**src/rtl/armleocpu_fetch_queue_if.sv**
```systemverilog
// Signals between the fetch queue and its neighbours: instruction cache,
// execute-stage redirect and decode. master = fetch queue side.
interface armleocpu_fetch_queue_if #(
  parameter int LEVEL_W = 3
);
  logic               c_reset_done;
  logic [3:0]         c_cmd;
  logic [31:0]        c_address;
  logic [3:0]         c_response;
  logic [31:0]        c_load_data;

  logic               e2f_redirect;
  logic [31:0]        e2f_redirect_pc;
  logic               e2f_flush;

  logic               f2d_valid;
  logic               f2d_ready;
  logic [31:0]        f2d_instr;
  logic [31:0]        f2d_pc;
  logic               f2d_fault;
  logic [31:0]        f2d_cause;
  logic [LEVEL_W-1:0] level;

  modport master (
    input  c_reset_done, c_response, c_load_data,
           e2f_redirect, e2f_redirect_pc, e2f_flush, f2d_ready,
    output c_cmd, c_address,
           f2d_valid, f2d_instr, f2d_pc, f2d_fault, f2d_cause, level
  );

  modport slave (
    output c_reset_done, c_response, c_load_data,
           e2f_redirect, e2f_redirect_pc, e2f_flush, f2d_ready,
    input  c_cmd, c_address,
           f2d_valid, f2d_instr, f2d_pc, f2d_fault, f2d_cause, level
  );
endinterface

```
**src/rtl/armleocpu_fetch_queue.sv**
```systemverilog
// Run-ahead instruction fetch: issues cache reads into a DEPTH-entry FWFT FIFO
// feeding decode; redirects from execute flush the queue and restart fetching.
module armleocpu_fetch_queue #(
  parameter logic [31:0] RESET_VECTOR = 32'h0000_2000,
  parameter int          DEPTH        = 4,
  parameter int          LEVEL_W      = $clog2(DEPTH) + 1
) (
  input logic                     clk,
  input logic                     rst,
  armleocpu_fetch_queue_if.master bus
);
  localparam int PTR_W = $clog2(DEPTH);

  localparam logic [3:0]  CMD_NONE         = 4'd0;
  localparam logic [3:0]  CMD_EXECUTE      = 4'd1;
  localparam logic [3:0]  CMD_FLUSH_ALL    = 4'd4;
  localparam logic [3:0]  RESP_WAIT        = 4'd1;
  localparam logic [3:0]  RESP_DONE        = 4'd2;
  localparam logic [3:0]  RESP_ACCESSFAULT = 4'd3;
  localparam logic [3:0]  RESP_MISSALIGNED = 4'd4;
  localparam logic [3:0]  RESP_PAGEFAULT   = 4'd5;
  localparam logic [31:0] NOP              = 32'h0000_0013;
  localparam logic [31:0] EXC_INSTR_MISALIGNED = 32'd0;
  localparam logic [31:0] EXC_INSTR_ACCESS     = 32'd1;
  localparam logic [31:0] EXC_INSTR_PAGE       = 32'd12;

  typedef enum logic [1:0] {S_IDLE, S_WAIT, S_FLUSH, S_HALT} state_t;

  function automatic logic [31:0] cause_of(input logic [3:0] resp);
    case (resp)
      RESP_MISSALIGNED: cause_of = EXC_INSTR_MISALIGNED;
      RESP_PAGEFAULT:   cause_of = EXC_INSTR_PAGE;
      default:          cause_of = EXC_INSTR_ACCESS;
    endcase
  endfunction

  state_t             state_q, state_d;
  logic [31:0]        pc_q, pc_d;
  logic               discard_q, discard_d;
  logic               flush_pend_q, flush_pend_d;
  logic [PTR_W-1:0]   rd_ptr_q, rd_ptr_d, wr_ptr_q, wr_ptr_d;
  logic [LEVEL_W-1:0] count_q, count_d, level_next;

  logic [31:0]        instr_q [DEPTH];
  logic [31:0]        epc_q   [DEPTH];
  logic               fault_q [DEPTH];
  logic [31:0]        cause_q [DEPTH];

  logic resp_done, resp_err, terminal, pop, push, issue_ok;

  always_comb begin
    resp_done  = (bus.c_response == RESP_DONE);
    resp_err   = (bus.c_response == RESP_ACCESSFAULT) ||
                 (bus.c_response == RESP_MISSALIGNED) ||
                 (bus.c_response == RESP_PAGEFAULT);
    terminal   = resp_done || resp_err;
    pop        = (count_q != '0) && bus.f2d_ready && !bus.e2f_redirect;
    push       = (state_q == S_WAIT) && terminal && !discard_q && !bus.e2f_redirect;
    // Occupancy after this cycle; a new request needs a slot left once it completes.
    level_next = count_q + LEVEL_W'(push) - LEVEL_W'(pop);
    issue_ok   = !rst && bus.c_reset_done && (bus.c_response != RESP_WAIT) &&
                 (level_next < LEVEL_W'(DEPTH));
  end

  always_comb begin
    state_d       = state_q;
    pc_d          = pc_q;
    discard_d     = discard_q;
    flush_pend_d  = flush_pend_q;
    bus.c_cmd     = CMD_NONE;
    bus.c_address = pc_q;
    if (bus.e2f_redirect) begin
      pc_d = bus.e2f_redirect_pc;
      case (state_q)
        S_WAIT: begin
          if (!terminal) begin
            // Request still in flight: its response must be swallowed later.
            discard_d    = 1'b1;
            flush_pend_d = flush_pend_q | bus.e2f_flush;
          end else begin
            discard_d    = 1'b0;
            flush_pend_d = 1'b0;
            state_d      = (bus.e2f_flush || flush_pend_q) ? S_FLUSH : S_IDLE;
          end
        end
        S_FLUSH: begin
          if (bus.c_reset_done && !resp_done) bus.c_cmd = CMD_FLUSH_ALL;
          if (resp_done) state_d = bus.e2f_flush ? S_FLUSH : S_IDLE;
        end
        default: state_d = bus.e2f_flush ? S_FLUSH : S_IDLE;
      endcase
    end else begin
      case (state_q)
        S_IDLE: begin
          if (issue_ok) begin
            bus.c_cmd = CMD_EXECUTE;
            state_d   = S_WAIT;
          end
        end
        S_WAIT: begin
          if (terminal) begin
            if (discard_q) begin
              discard_d = 1'b0;
              if (flush_pend_q) begin
                flush_pend_d = 1'b0;
                state_d      = S_FLUSH;
              end else if (issue_ok) begin
                bus.c_cmd = CMD_EXECUTE;
              end else begin
                state_d = S_IDLE;
              end
            end else if (resp_done) begin
              pc_d          = pc_q + 32'd4;
              bus.c_address = pc_q + 32'd4;
              if (issue_ok) bus.c_cmd = CMD_EXECUTE;
              else          state_d   = S_IDLE;
            end else begin
              state_d = S_HALT;
            end
          end
        end
        S_FLUSH: begin
          if (resp_done)              state_d   = S_IDLE;
          else if (bus.c_reset_done)  bus.c_cmd = CMD_FLUSH_ALL;
        end
        default: ;
      endcase
    end
  end

  always_comb begin
    rd_ptr_d = rd_ptr_q;
    wr_ptr_d = wr_ptr_q;
    count_d  = level_next;
    if (bus.e2f_redirect) begin
      rd_ptr_d = '0;
      wr_ptr_d = '0;
      count_d  = '0;
    end else begin
      if (push) wr_ptr_d = wr_ptr_q + PTR_W'(1);
      if (pop)  rd_ptr_d = rd_ptr_q + PTR_W'(1);
    end
  end

  always_ff @(posedge clk or posedge rst) begin
    if (rst) begin
      state_q      <= S_IDLE;
      pc_q         <= RESET_VECTOR;
      discard_q    <= 1'b0;
      flush_pend_q <= 1'b0;
      rd_ptr_q     <= '0;
      wr_ptr_q     <= '0;
      count_q      <= '0;
    end else begin
      state_q      <= state_d;
      pc_q         <= pc_d;
      discard_q    <= discard_d;
      flush_pend_q <= flush_pend_d;
      rd_ptr_q     <= rd_ptr_d;
      wr_ptr_q     <= wr_ptr_d;
      count_q      <= count_d;
    end
  end

  always_ff @(posedge clk) begin
    if (push) begin
      instr_q[wr_ptr_q] <= resp_done ? bus.c_load_data : NOP;
      epc_q[wr_ptr_q]   <= pc_q;
      fault_q[wr_ptr_q] <= !resp_done;
      cause_q[wr_ptr_q] <= resp_done ? 32'd0 : cause_of(bus.c_response);
    end
  end

  // Empty queue presents the idle values so outputs are defined straight out of reset.
  always_comb begin
    bus.f2d_valid = (count_q != '0);
    bus.f2d_instr = NOP;
    bus.f2d_pc    = 32'd0;
    bus.f2d_fault = 1'b0;
    bus.f2d_cause = 32'd0;
    bus.level     = count_q;
    if (bus.f2d_valid) begin
      bus.f2d_instr = instr_q[rd_ptr_q];
      bus.f2d_pc    = epc_q[rd_ptr_q];
      bus.f2d_fault = fault_q[rd_ptr_q];
      bus.f2d_cause = cause_q[rd_ptr_q];
    end
  end
endmodule

```
**src/flat_wrapper.sv**
```systemverilog
// flat-port wrapper written by rule: the top's interface ports become plain ports
module armleocpu_fetch_queue_flat 
#(
  parameter logic [31:0] RESET_VECTOR = 32'h0000_2000,
  parameter int          DEPTH        = 4,
  parameter int          LEVEL_W      = $clog2(DEPTH) + 1
)
  (clk, rst, bus_c_reset_done, bus_c_response, bus_c_load_data, bus_e2f_redirect, bus_e2f_redirect_pc, bus_e2f_flush, bus_f2d_ready, bus_c_cmd, bus_c_address, bus_f2d_valid, bus_f2d_instr, bus_f2d_pc, bus_f2d_fault, bus_f2d_cause, bus_level);
  armleocpu_fetch_queue_if #(.LEVEL_W(LEVEL_W)) bus_i ();
  input logic clk;
  input logic rst;
  input wire logic [$bits(bus_i.c_reset_done)-1:0] bus_c_reset_done;
  input wire logic [$bits(bus_i.c_response)-1:0] bus_c_response;
  input wire logic [$bits(bus_i.c_load_data)-1:0] bus_c_load_data;
  input wire logic [$bits(bus_i.e2f_redirect)-1:0] bus_e2f_redirect;
  input wire logic [$bits(bus_i.e2f_redirect_pc)-1:0] bus_e2f_redirect_pc;
  input wire logic [$bits(bus_i.e2f_flush)-1:0] bus_e2f_flush;
  input wire logic [$bits(bus_i.f2d_ready)-1:0] bus_f2d_ready;
  output wire logic [$bits(bus_i.c_cmd)-1:0] bus_c_cmd;
  output wire logic [$bits(bus_i.c_address)-1:0] bus_c_address;
  output wire logic [$bits(bus_i.f2d_valid)-1:0] bus_f2d_valid;
  output wire logic [$bits(bus_i.f2d_instr)-1:0] bus_f2d_instr;
  output wire logic [$bits(bus_i.f2d_pc)-1:0] bus_f2d_pc;
  output wire logic [$bits(bus_i.f2d_fault)-1:0] bus_f2d_fault;
  output wire logic [$bits(bus_i.f2d_cause)-1:0] bus_f2d_cause;
  output wire logic [$bits(bus_i.level)-1:0] bus_level;
  assign bus_i.c_reset_done = bus_c_reset_done;
  assign bus_i.c_response = bus_c_response;
  assign bus_i.c_load_data = bus_c_load_data;
  assign bus_i.e2f_redirect = bus_e2f_redirect;
  assign bus_i.e2f_redirect_pc = bus_e2f_redirect_pc;
  assign bus_i.e2f_flush = bus_e2f_flush;
  assign bus_i.f2d_ready = bus_f2d_ready;
  assign bus_c_cmd = bus_i.c_cmd;
  assign bus_c_address = bus_i.c_address;
  assign bus_f2d_valid = bus_i.f2d_valid;
  assign bus_f2d_instr = bus_i.f2d_instr;
  assign bus_f2d_pc = bus_i.f2d_pc;
  assign bus_f2d_fault = bus_i.f2d_fault;
  assign bus_f2d_cause = bus_i.f2d_cause;
  assign bus_level = bus_i.level;
  armleocpu_fetch_queue #(.RESET_VECTOR(RESET_VECTOR), .DEPTH(DEPTH), .LEVEL_W(LEVEL_W)) u_core (.clk(clk), .rst(rst), .bus(bus_i));
endmodule
```
**config.mk**
```make
export PLATFORM = sky130hd
export DESIGN_NAME = armleocpu_fetch_queue_flat
export DESIGN_NICKNAME = d
export VERILOG_FILES = /design/src/rtl/armleocpu_fetch_queue_if.sv /design/src/rtl/armleocpu_fetch_queue.sv /design/src/flat_wrapper.sv
export SDC_FILE = /design/constraint.sdc
export NUM_CORES = 1
export LEC_CHECK = 0
export BUFFER_PORTS_ARGS = -buffer_cell sky130_fd_sc_hd__buf_2
export CAP_MARGIN = 20
export CORE_MARGIN = 5
export CORE_UTILIZATION = 30
export DETAILED_ROUTE_END_ITERATION = 10
export PLACE_DENSITY = 0.47
export SLEW_MARGIN = 20
export SYNTH_ARGS = -nofsm -noshare
export SYNTH_HDL_FRONTEND = slang
export SYNTH_SLANG_ARGS = --single-unit
```
**constraint.sdc**
```tcl
create_clock -name clk -period 4.25 [get_ports clk]
set_clock_uncertainty 0.05 [all_clocks]
set_input_delay 0.85 -clock clk [delete_from_list [all_inputs] [get_ports clk]]
set_output_delay 0.85 -clock clk [all_outputs]
set_load 0.005 [all_outputs]
```
# Yosys cells after proc, flatten, opt, wreduce, memory -nomap -nowiden
# Memory sizes are Yosys's and may differ from the RTL's.
# Index checks and enable logic that the tools add are counted.
[word_totals] regBits=43 input_bits=74 mem_bits_rw=388 memories=4
[op_classes] mux=57 magnitude_cmp=1 n_eq_ne=10 reduce_logical=27 addsub=5 bitwise=1
[memory_table] name="u_core.cause_q" depth=4 width=32 rd=1 rd_ports_with_merged_regs=0 write_ports=1 line="armleocpu_fetch_queue.sv:47" text="logic [31:0] cause_q [DEPTH];"
[memory_table] name="u_core.epc_q" depth=4 width=32 rd=1 rd_ports_with_merged_regs=0 write_ports=1 line="armleocpu_fetch_queue.sv:45" text="logic [31:0] epc_q [DEPTH];"
[memory_table] name="u_core.instr_q" depth=4 width=32 rd=1 rd_ports_with_merged_regs=0 write_ports=1 line="armleocpu_fetch_queue.sv:44" text="logic [31:0] instr_q [DEPTH];"
[memory_table] name="u_core.fault_q" depth=4 width=1 rd=1 rd_ports_with_merged_regs=0 write_ports=1 line="armleocpu_fetch_queue.sv:46" text="logic fault_q [DEPTH];"
[ops] cell="$mux W32" count=12
[ops] cell="$add A32 B3 Y32 const B" count=1
[ops] cell="$mux W2" count=16
[ops] cell="$mux W4" count=7
[ops] cell="$mux W1" count=15
[ops] cell="$pmux W4 S3" count=1
[ops] cell="$logic_and A1 B1 Y1" count=9
[ops] cell="$mux W3" count=3
[ops] cell="$eq A4 B2 Y1 const B" count=2
[ops] cell="$eq A4 B3 Y1 const B" count=2
[ops] cell="$pmux W4 S2" count=1
[ops] cell="$reduce_bool A2 Y1" count=4
[ops] cell="$pmux W2 S3" count=1
[ops] cell="$add A2 B1 Y2 const B" count=2
[ops] cell="$logic_not A1 Y1" count=4
[ops] cell="$logic_or A1 B1 Y1" count=4
[ops] cell="$ne A2 B1 Y1 const B" count=2
[ops] cell="$ne A4 B1 Y1 const B" count=1
[ops] cell="$pmux W2 S2" count=1
[ops] cell="$reduce_and A4 Y1" count=1
[ops] cell="$reduce_bool A4 Y1" count=1
[ops] cell="$add A3 B1 Y3" count=1
[ops] cell="$lt A3 B3 Y1 const B" count=1
[ops] cell="$ne A3 B2 Y1 const B" count=1
[ops] cell="other kinds (8)" count=8

# Depth between registers and ports, before layout
# Gate-level depths: netlist of run 1.
[logic_depth] ltp_word=17 ltp_mapped=15

# Least setup slack after synthesis of run 1
# No wires, ideal clock.
[synth_path] kind="in2out" startpoint="input port bus_e2f_redirect" endpoint="output port bus_c_cmd[0]" setup_slack_ns=-0.200 t_arrival_ns=3.550 cell_stages=13 path_cell_list="clkbuf_1 -> clkbuf_1 -> clkbuf_1 -> clkbuf_1 -> nor2_1 -> ha_1 -> inv_1 -> ha_1 -> inv_1 -> fa_1 -> xnor3_1 -> nand4_1 -> nor4_1"
[synth_via] elab_chain_len=12 elab_cells_between_ends=14
[synth_lines] element="start, declared" line="flat_wrapper.sv:15" text="input wire logic [$bits(bus_i.e2f_redirect)-1:0] bus_e2f_redirect;"
[synth_lines] element="$logic_not A1 Y1" line="armleocpu_fetch_queue.sv:57, armleocpu_fetch_queue.sv:58"
[synth_lines] element="$logic_and A1 B1 Y1" line="armleocpu_fetch_queue.sv:58" text="push = (state_q == S_WAIT) && terminal && !discard_q && !bus.e2f_redirect;"
[synth_lines] element="$add A3 B1 Y3" line="armleocpu_fetch_queue.sv:60" text="level_next = count_q + LEVEL_W'(push) - LEVEL_W'(pop);"
[synth_lines] element="$sub A3 B1 Y3" line="armleocpu_fetch_queue.sv:60"
[synth_lines] element="$lt A3 B3 Y1" line="armleocpu_fetch_queue.sv:62" text="(level_next < LEVEL_W'(DEPTH));"
[synth_lines] element="$logic_and A1 B1 Y1" line="armleocpu_fetch_queue.sv:61" text="issue_ok = !rst && bus.c_reset_done && (bus.c_response != RESP_WAIT) &&"
[synth_lines] element="$mux W1" line="armleocpu_fetch_queue.sv:95, armleocpu_fetch_queue.sv:107, armleocpu_fetch_queue.sv:115"
[synth_lines] element="$mux W4, on equally long branches" line="armleocpu_fetch_queue.sv:112, armleocpu_fetch_queue.sv:104"
[synth_lines] element="$mux W4" line="armleocpu_fetch_queue.sv:102" text="if (discard_q) begin"
[synth_lines] element="$mux W4" line="armleocpu_fetch_queue.sv:101" text="if (terminal) begin"
[synth_lines] element="$pmux W4 S3" line="armleocpu_fetch_queue.sv:93" text="case (state_q)"
[synth_lines] element="$mux W4 (*)" line="armleocpu_fetch_queue.sv:72" text="if (bus.e2f_redirect) begin"
[synth_lines] element="end, declared" line="flat_wrapper.sv:19" text="output wire logic [$bits(bus_i.c_cmd)-1:0] bus_c_cmd;"
# Every way passes the cells marked *; elsewhere a longest branch is shown, timed or not.

# Final worst setup path of run 1
[layout_path] startpoint="register u_core.state_q[1]" endpoint="output port bus_c_cmd[0]"
[layout_via] elab_chain_len=14 elab_cells_between_ends=18
[layout_lines] element="start, declared" line="armleocpu_fetch_queue.sv:37" text="state_t state_q, state_d;"
[layout_lines] element="start signal, assigned" line="armleocpu_fetch_queue.sv:155" text="state_q <= state_d;"
[layout_lines] element="$eq A2 B1 Y1" line="armleocpu_fetch_queue.sv:58, armleocpu_fetch_queue.sv:93"
[layout_lines] element="$logic_and A1 B1 Y1 (3 in a row)" line="armleocpu_fetch_queue.sv:58"
[layout_lines] element="$add A3 B1 Y3" line="armleocpu_fetch_queue.sv:60"
[layout_lines] element="$sub A3 B1 Y3" line="armleocpu_fetch_queue.sv:60"
[layout_lines] element="$lt A3 B3 Y1" line="armleocpu_fetch_queue.sv:62"
[layout_lines] element="$logic_and A1 B1 Y1" line="armleocpu_fetch_queue.sv:61"
[layout_lines] element="$mux W1" line="armleocpu_fetch_queue.sv:95, armleocpu_fetch_queue.sv:107, armleocpu_fetch_queue.sv:115"
[layout_lines] element="$mux W4, on equally long branches" line="armleocpu_fetch_queue.sv:112, armleocpu_fetch_queue.sv:104"
[layout_lines] element="$mux W4" line="armleocpu_fetch_queue.sv:102"
[layout_lines] element="$mux W4" line="armleocpu_fetch_queue.sv:101"
[layout_lines] element="$pmux W4 S3" line="armleocpu_fetch_queue.sv:93"
[layout_lines] element="$mux W4 (*)" line="armleocpu_fetch_queue.sv:72"
# Marked as above.

==> results.py, run 1 <==
metrics = {
    "run_status": {
        "status": "complete, no violations",
    },
    "clocking": {
        "cts_hold_buf": 0,
        "clock_sinks": 311,
        "cts-buffers-inserted": 38,
        "path_clk_slew_ns": 0.06,
        "clock_latency_ns": 0.54,
        "clk_path_buf_depth": 3,
        "htreeDepth": 2,
        "clock-root-buffer": "clkbuf_16",
        "cts_tree": "yes",
    },
    "synthesis": {
        "ys.warnings.count": 0,
        "async_reset_ff_share_pct": 13.83,
        "syn-cell-area_um2": 13770,
        "yosys.area.top_type_share_pct": 58.43,
        "synth.avg_cell_area_um2": 15.72,
        "synth_edf_count": 268,
        "ys_seq_area_share_pct": 66.25,
        "yosysTopAreaCell": "edfxtp_1",
        "synthTopCellsByArea": "edfxtp_1, mux4_2, dfrtp_1",
        "synthDistinctLibCells": 56,
        "synth_flop_cell": "edfxtp_1",
        "synth-seq-cells": 311,
        "syn-instance-count": 876,
    },
    "sta": {
        "setup_ws_ns": 0.2063,
        "setup_viol": 0,
        "fin_crit_sh_pct": 95.15,
        "timing.hold.ws_ns": 0.4777,
        "max_freq_ghz": 0.2473,
        "slew_headroom_pct": 52.73,
        "period_minus_slack_ns": 4.044,
        "worstMarginPinSlew_ns": 0.7090,
        "slew_violations": 0,
        "hold_viol_final": 0,
    },
    "floorplan": {
        "die_w_um": 224.3,
        "start_util_pct": 30.35,
        "rows": 78,
        "die_area_um2": 50290,
        "core_um2": 45380,
        "pin_count": 211,
        "fp.dieH_um": 224.3,
    },
    "worst_setup_path": {
        "arrival_ns": 3.14,
        "max_stage_delay_ns": 0.40,
        "worst-path-max-fanout": 3,
        "cp_cell_sequence": "inv_1, ha_1, nor3b_2, nand2_1, nor2_1, ha_1, inv_1, fa_1, xnor3_1, nand4_1, nor4_4, buf_2",
        "endpoint_kind": "primary output",
        "worst-path-buf-inv": 3,
        "crit_type": "flop to primary output",
        "crit_path_start_kind": "flop",
        "cpLargestDelayFamily": "simple AND/OR/NAND/NOR gates",
        "crit_slowest_cell": "dfrtp_1",
        "critPathRequiredTime_ns": 3.35,
    },
    "global_routing": {
        "grt_pass1_wl_mm": 53.52,
        "grt_max_degree": 67,
        "first_global_vias": 8455,
        "grtUsageTotal_pct": 13.92,
        "overflow": 0,
        "antenna_found_initial": 0,
    },
    "detailed_routing": {
        "dr.pass1.iters": 4,
        "ant_nets": 0,
        "drc": 0,
        "drt_iter0_drc": 516,
        "vias": 7974,
        "routed_wl_mm": 35.47,
        "wire_per_inst_um": 20.95,
        "via_per_inst": 4.710,
    },
    "placement": {
        "place_ws_ns": 0.2134,
        "portBuffers": 179,
        "dp_hpwl_mm": 23.24,
        "gp_congestion": 0.8179,
    },
    "finish": {
        "register_area_um2": 9134,
        "n_fill_cell": 4388,
        "drive_gt1_share_pct": 32.39,
        "multi_input_area_um2": 4284,
        "final_nets": 1154,
        "diodes": 0,
        "area_delta_synth_final_pct": 20.09,
    },
    "worst_hold_path": {
        "hold_class": "input port to flop",
    },
    "job": {
        "drv_cap": 0,
    },
    "pwr": {
        "powerDensity_nw_per_um2": 489.4,
        "vdd.ir_drop.worst_mv": 0.2603,
        "p_leak_nw": 6.042,
    },
}
## cells by family (layout without fill, tap and decap cells)
group	count (synthesis)	after routing	share of synthesized area, %
flip-flops	311	311	66.25
AND/OR/NAND/NOR	270	270	11.38
buffers and inverters	99	286	3.761
multiplexers	73	73	11.42
XOR/XNOR	58	58	3.788
AO/OA/AOI/OAI	52	52	2.226
adder cells (fa/ha/maj)	12	12	1.145
other	1	31	0.02723
## cells in the final DEF, fill, tap and decap left out, drive strengths merged, types with 11 or more instances in the layout
cell type,count
edfxtp,268
buf,209
and2,100
mux4,67
nand2,49
clkbuf,45
dfrtp,42
o21ai,33
conb,31
xor2,29
xnor2,28
nand3,20
nor2,18
nand4,16
clkinv,16
inv,15
nor4,14
ha,11
## cell usage after synthesis, types with 2 or more instances
cell type,count
nor4_2,2
or4_1,3
ha_1,11
nand2b_1,3
buf_1,7
nor2b_1,9
and4_1,9
clkbuf_1,41
inv_1,11
nor4_1,11
mux4_2,67
buf_6,2
o21ai_0,32
buf_2,3
nor2_1,18
nand2_1,49
nor3_1,9
a22oi_1,3
buf_4,34
xor2_1,29
mux2_2,3
a21oi_1,5
or2_2,3
nand3_1,20
and2_1,100
xnor2_1,28
o22ai_1,2
nor3b_1,2
and3_1,8
dfrtp_1,42
nand4_1,16
edfxtp_1,268
mux2i_1,3
## worst register-to-register path: cells and delay by family, from the launching register on
family | cells | cell delay, ns
AND/OR/NAND/NOR | 5 | 0.83
adder cells (fa/ha/maj) | 3 | 0.70
flip-flops | 1 | 0.40
buffers and inverters | 3 | 0.34
AO/OA/AOI/OAI | 2 | 0.30
XOR/XNOR | 1 | 0.28
## power breakdown
group          internal [mW]  switching [mW]
clock                   1.73            1.22
sequential              3.40           0.187
combinational          0.771           0.783
## per-stage QoR
| step | utilization, % | area [um2] | cells | power (mW) | TNS [ns] |
|---|---|---|---|---|---|
| global route | 36.45 | 16540 | 1693 | 8.531 | -0.006634 |
| global placement | 33.87 | 15370 | 1626 | 5.238 | 0 |
| floorplan | - | 13890 | 906 | 4.531 | 0 |
| CTS | 36.38 | 16510 | 1691 | 8.251 | 0 |
| detailed placement | 33.87 | 15370 | 1626 | 5.241 | 0 |
| finish | 36.45 | 16540 | 1693 | 8.095 | 0 |
## flip-flops by register name, indices dropped and copies added, names as in the netlist
name,flops
u_core.fault_q,4
u_core.epc_q,128
u_core.discard_q,1
u_core.rd_ptr_q,2
u_core.instr_q,128
u_core.state_q,2
u_core.flush_pend_q,1
u_core.bus.level,3
u_core.cause_q,8
u_core.wr_ptr_q,2
u_core.pc_q,32
## per-layer routing
metal | global-route usage [%] | routed length, um | vias up
li1 | - | - | 3629
met1 | 19.03 | 16160 | 4094
met2 | 22.59 | 16720 | 217
met3 | 3.315 | 2023 | 34
met4 | 3.555 | 561 | 0
met5 | 0 | 0 | -
## area by class of cell
cell class,count,area share (%)
Clock buffer,45,6.036
Clock inverter,20,0.7867
Inverter,12,0.2723
Multi-Input combinational cell,496,25.90
Sequential cell,311,55.22
Tap cell,600,4.539
Timing Repair Buffer,209,7.247
## repair_timing
item	in CTS	in global routing
gates resized for setup	2	3
setup buffers	0	2
pin swaps	0	2
endpoints found under the setup margin	1	1
gates cloned	0	0
## final timing paths
path / cells after the start / from / slack [ns] / endpoint
worst max-delay path: 12 / u_core.state_q[1] / 0.21 / bus_c_cmd[0]
worst min-delay path: 3 / bus_e2f_redirect_pc[31] / 0.48 / u_core.pc_q[31]
worst max register to register: 14 / u_core.state_q[1] / 1.26 / u_core.state_q[1]
worst min register to register: 0 / u_core.pc_q[1] / 0.50 / u_core.epc_q[1][1]
max in group asynchronous: 3 / rst / 3.15 / u_core.rd_ptr_q[1]
min in group asynchronous: 3 / rst / 0.49 / u_core.discard_q
No activity file was read; power rests on OpenSTA's default activity.
==> inputs of run 2 (changes only) <==
ABC_AREA = 1   (was default)
CTS_BUF_LIST = sky130_fd_sc_hd__clkbuf_4   (was default)
==> run 2 against run 1 <==
Area after synthesis grew 2.6%. Via count grew 32%. Die area grew 2.5%. Final area grew 2.5%. Highest routed layer is now met5. Sequential share of layout area shrank 1.3 points.
==> results.py, run 2 <==
metrics = {
    "run_status": {
        "status": "complete, no violations",
    },
    "detailed_routing": {
        "routed_wl_mm": 39.11,
        "vias": 10518,
        "drc": 0,
        "drt_iter0_drc": 439,
        "dr.pass1.iters": 4,
        "wire_per_inst_um": 16.88,
        "via_per_inst": 4.539,
        "ant_nets": 0,
    },
    "synthesis": {
        "ys_seq_area_share_pct": 64.55,
        "syn-cell-area_um2": 14140,
        "synth.avg_cell_area_um2": 9.983,
        "synth-seq-cells": 311,
        "yosys.area.top_type_share_pct": 56.93,
        "syn-instance-count": 1416,
        "synth_flop_cell": "edfxtp_1",
        "ys.warnings.count": 0,
        "synthTopCellsByArea": "edfxtp_1, nor2_1, dfrtp_1",
        "ys_top_cells_by_count": "nor2_1, edfxtp_1, nand2_1",
        "synthDistinctLibCells": 39,
        "yosysTopAreaCell": "edfxtp_1",
        "synth_most_common_cell": "nor2_1",
        "synth_edf_count": 268,
        "async_reset_ff_share_pct": 13.83,
    },
    "sta": {
        "slew_headroom_pct": 55.31,
        "worstMarginPinSlew_ns": 0.6688,
        "period_minus_slack_ns": 4.142,
        "tns_ns": 0,
        "rsz0062_at_grt": "yes",
        "slew_violations": 0,
        "hold_viol_final": 0,
        "max_freq_ghz": 0.2414,
        "fin_crit_sh_pct": 97.46,
        "setup_viol": 0,
    },
    "clocking": {
        "cts-buffers-inserted": 89,
        "cts_tree": "yes",
        "cts_hold_buf": 0,
        "clk_path_buf_depth": 3,
        "clock_latency_ns": 0.78,
        "htreeDepth": 3,
        "clock-root-buffer": "clkbuf_4",
        "path_clk_slew_ns": 0.07,
        "clock_sinks": 311,
    },
    "floorplan": {
        "rows": 79,
        "die_area_um2": 51560,
        "core_um2": 46560,
        "start_util_pct": 30.36,
        "pin_count": 211,
        "die_w_um": 227.1,
        "fp.dieH_um": 227.1,
    },
    "finish": {
        "n_fill_cell": 4736,
        "register_area_um2": 9134,
        "drive_gt1_share_pct": 23.23,
        "area_delta_synth_final_pct": 19.89,
        "final_common_cell": "nor2_1",
        "top_regs": "u_core.epc_q (128), u_core.instr_q (128), u_core.pc_q (32)",
        "multi_input_area_um2": 4335,
        "layout_common_cells": "nor2_1, edfxtp_1, nand2_1, buf_2, o21ai_0",
        "utilization_pct": 36.40,
        "final_nets": 1728,
    },
    "worst_hold_path": {
        "hold_class": "input port to flop",
        "hold_depth": 3,
    },
    "worst_setup_path": {
        "critPathRequiredTime_ns": 3.35,
        "rr_worst_depth": 19,
        "worst-path-max-fanout": 5,
        "arrival_ns": 3.24,
        "endpoint_kind": "primary output",
        "crit_type": "flop to primary output",
        "crit_path_start_kind": "flop",
    },
    "pwr": {
        "vdd.ir_drop.worst_mv": 0.2286,
        "powerDensity_nw_per_um2": 502.5,
        "p_leak_nw": 6.931,
        "total_power_mw": 8.517,
    },
    "global_routing": {
        "grt_max_degree": 72,
        "grtUsageTotal_pct": 15.08,
        "grt_pass1_wl_mm": 60.02,
        "first_global_vias": 10632,
        "antenna_found_initial": 2,
        "overflow": 0,
    },
    "placement": {
        "portBuffers": 179,
        "gp_congestion": 0.7963,
        "dp_hpwl_mm": 23.89,
    },
    "job": {
        "drv_cap": 0,
    },
}
==> run 2: worst paths after layout <==
check	start	endpoint	slack, ns
min in group asynchronous	rst	u_core.pc_q[5]	0.27
max in group asynchronous	rst	u_core.rd_ptr_q[1]	3.37
hold reg to reg	u_core.state_q[1]	u_core.state_q[1]	0.54
setup / recovery	u_core.bus.level[1]	bus_c_cmd[0]	0.11
setup reg to reg	u_core.bus.level[1]	u_core.state_q[1]	1.57
hold / removal	bus_e2f_redirect_pc[15]	u_core.pc_q[15]	0.22
==> run 2: where the power goes <==
group | switching, mW | internal [mW] | total [mW]
logic | 1.40 | 0.753 | 2.15
registers | 0.178 | 3.40 | 3.57
clock network | 1.24 | 1.55 | 2.80
==> run 2: worst max-delay path: stages (launching register included) <==
cell,delay [ns]
dfrtp_2,0.43
nor3_4,0.21
nor2_2,0.06
inv_1,0.07
nor2_1,0.05
ha_1,0.27
inv_1,0.06
ha_1,0.13
inv_1,0.06
fa_2,0.35
inv_2,0.06
nand2_2,0.04
nand2_1,0.07
nand2_1,0.06
nand2_2,0.11
nand4_1,0.12
nand2_2,0.07
nand2_1,0.04
nor2_1,0.12
buf_2,0.12
==> run 2: final cells by class <==
class / count / area share, %
timing repair buffer: 208 / 7.183
antenna: 1 / 0.01477
inverter: 88 / 1.971
tap: 607 / 4.481
multi-input combinational: 944 / 25.58
clock inverter: 24 / 0.9376
clock buffer: 134 / 5.936
sequential: 311 / 53.89
==> run 2: stage by stage <==
step	area, um2	cells	hold slack [ns]	worst slack [ns]
floorplan	14250	1446	0.4475	-0.6696
global placement	15680	2151	0.4862	0.1723
detailed placement	15680	2151	0.5104	0.1292
CTS	16910	2314	0.08234	-0.01313
global route	16950	2317	0.1205	-0.2052
finish	16950	2317	0.2161	0.1078
==> run 2: logic make-up after synthesis <==
family | count (synthesis) | synth area share (%)
simple gates | 666 | 19.53
compound gates | 235 | 8.612
buf+inv | 191 | 6.160
other cells | 1 | 0.02653
flops | 311 | 64.55
fa+ha+maj | 12 | 1.115
==> run 2: layer usage <==
| metal | track usage (%) | wire length (um) |
|---|---|---|
| met1 | 19.97 | 18010 |
| met5 | 0 | 12 |
| met3 | 3.959 | 2313 |
| met2 | 23.80 | 17840 |
| met4 | 6.038 | 939 |
==> run 2: timing repair <==
| action | 4_1_cts | 5_1_grt |
|---|---|---|
| hold endpoints to repair | 0 | 0 |
| setup buffers | 5 | 2 |
| endpoints found under the setup margin | 1 | 4 |
| pin swaps | 2 | 3 |
| resized for setup | 6 | 7 |
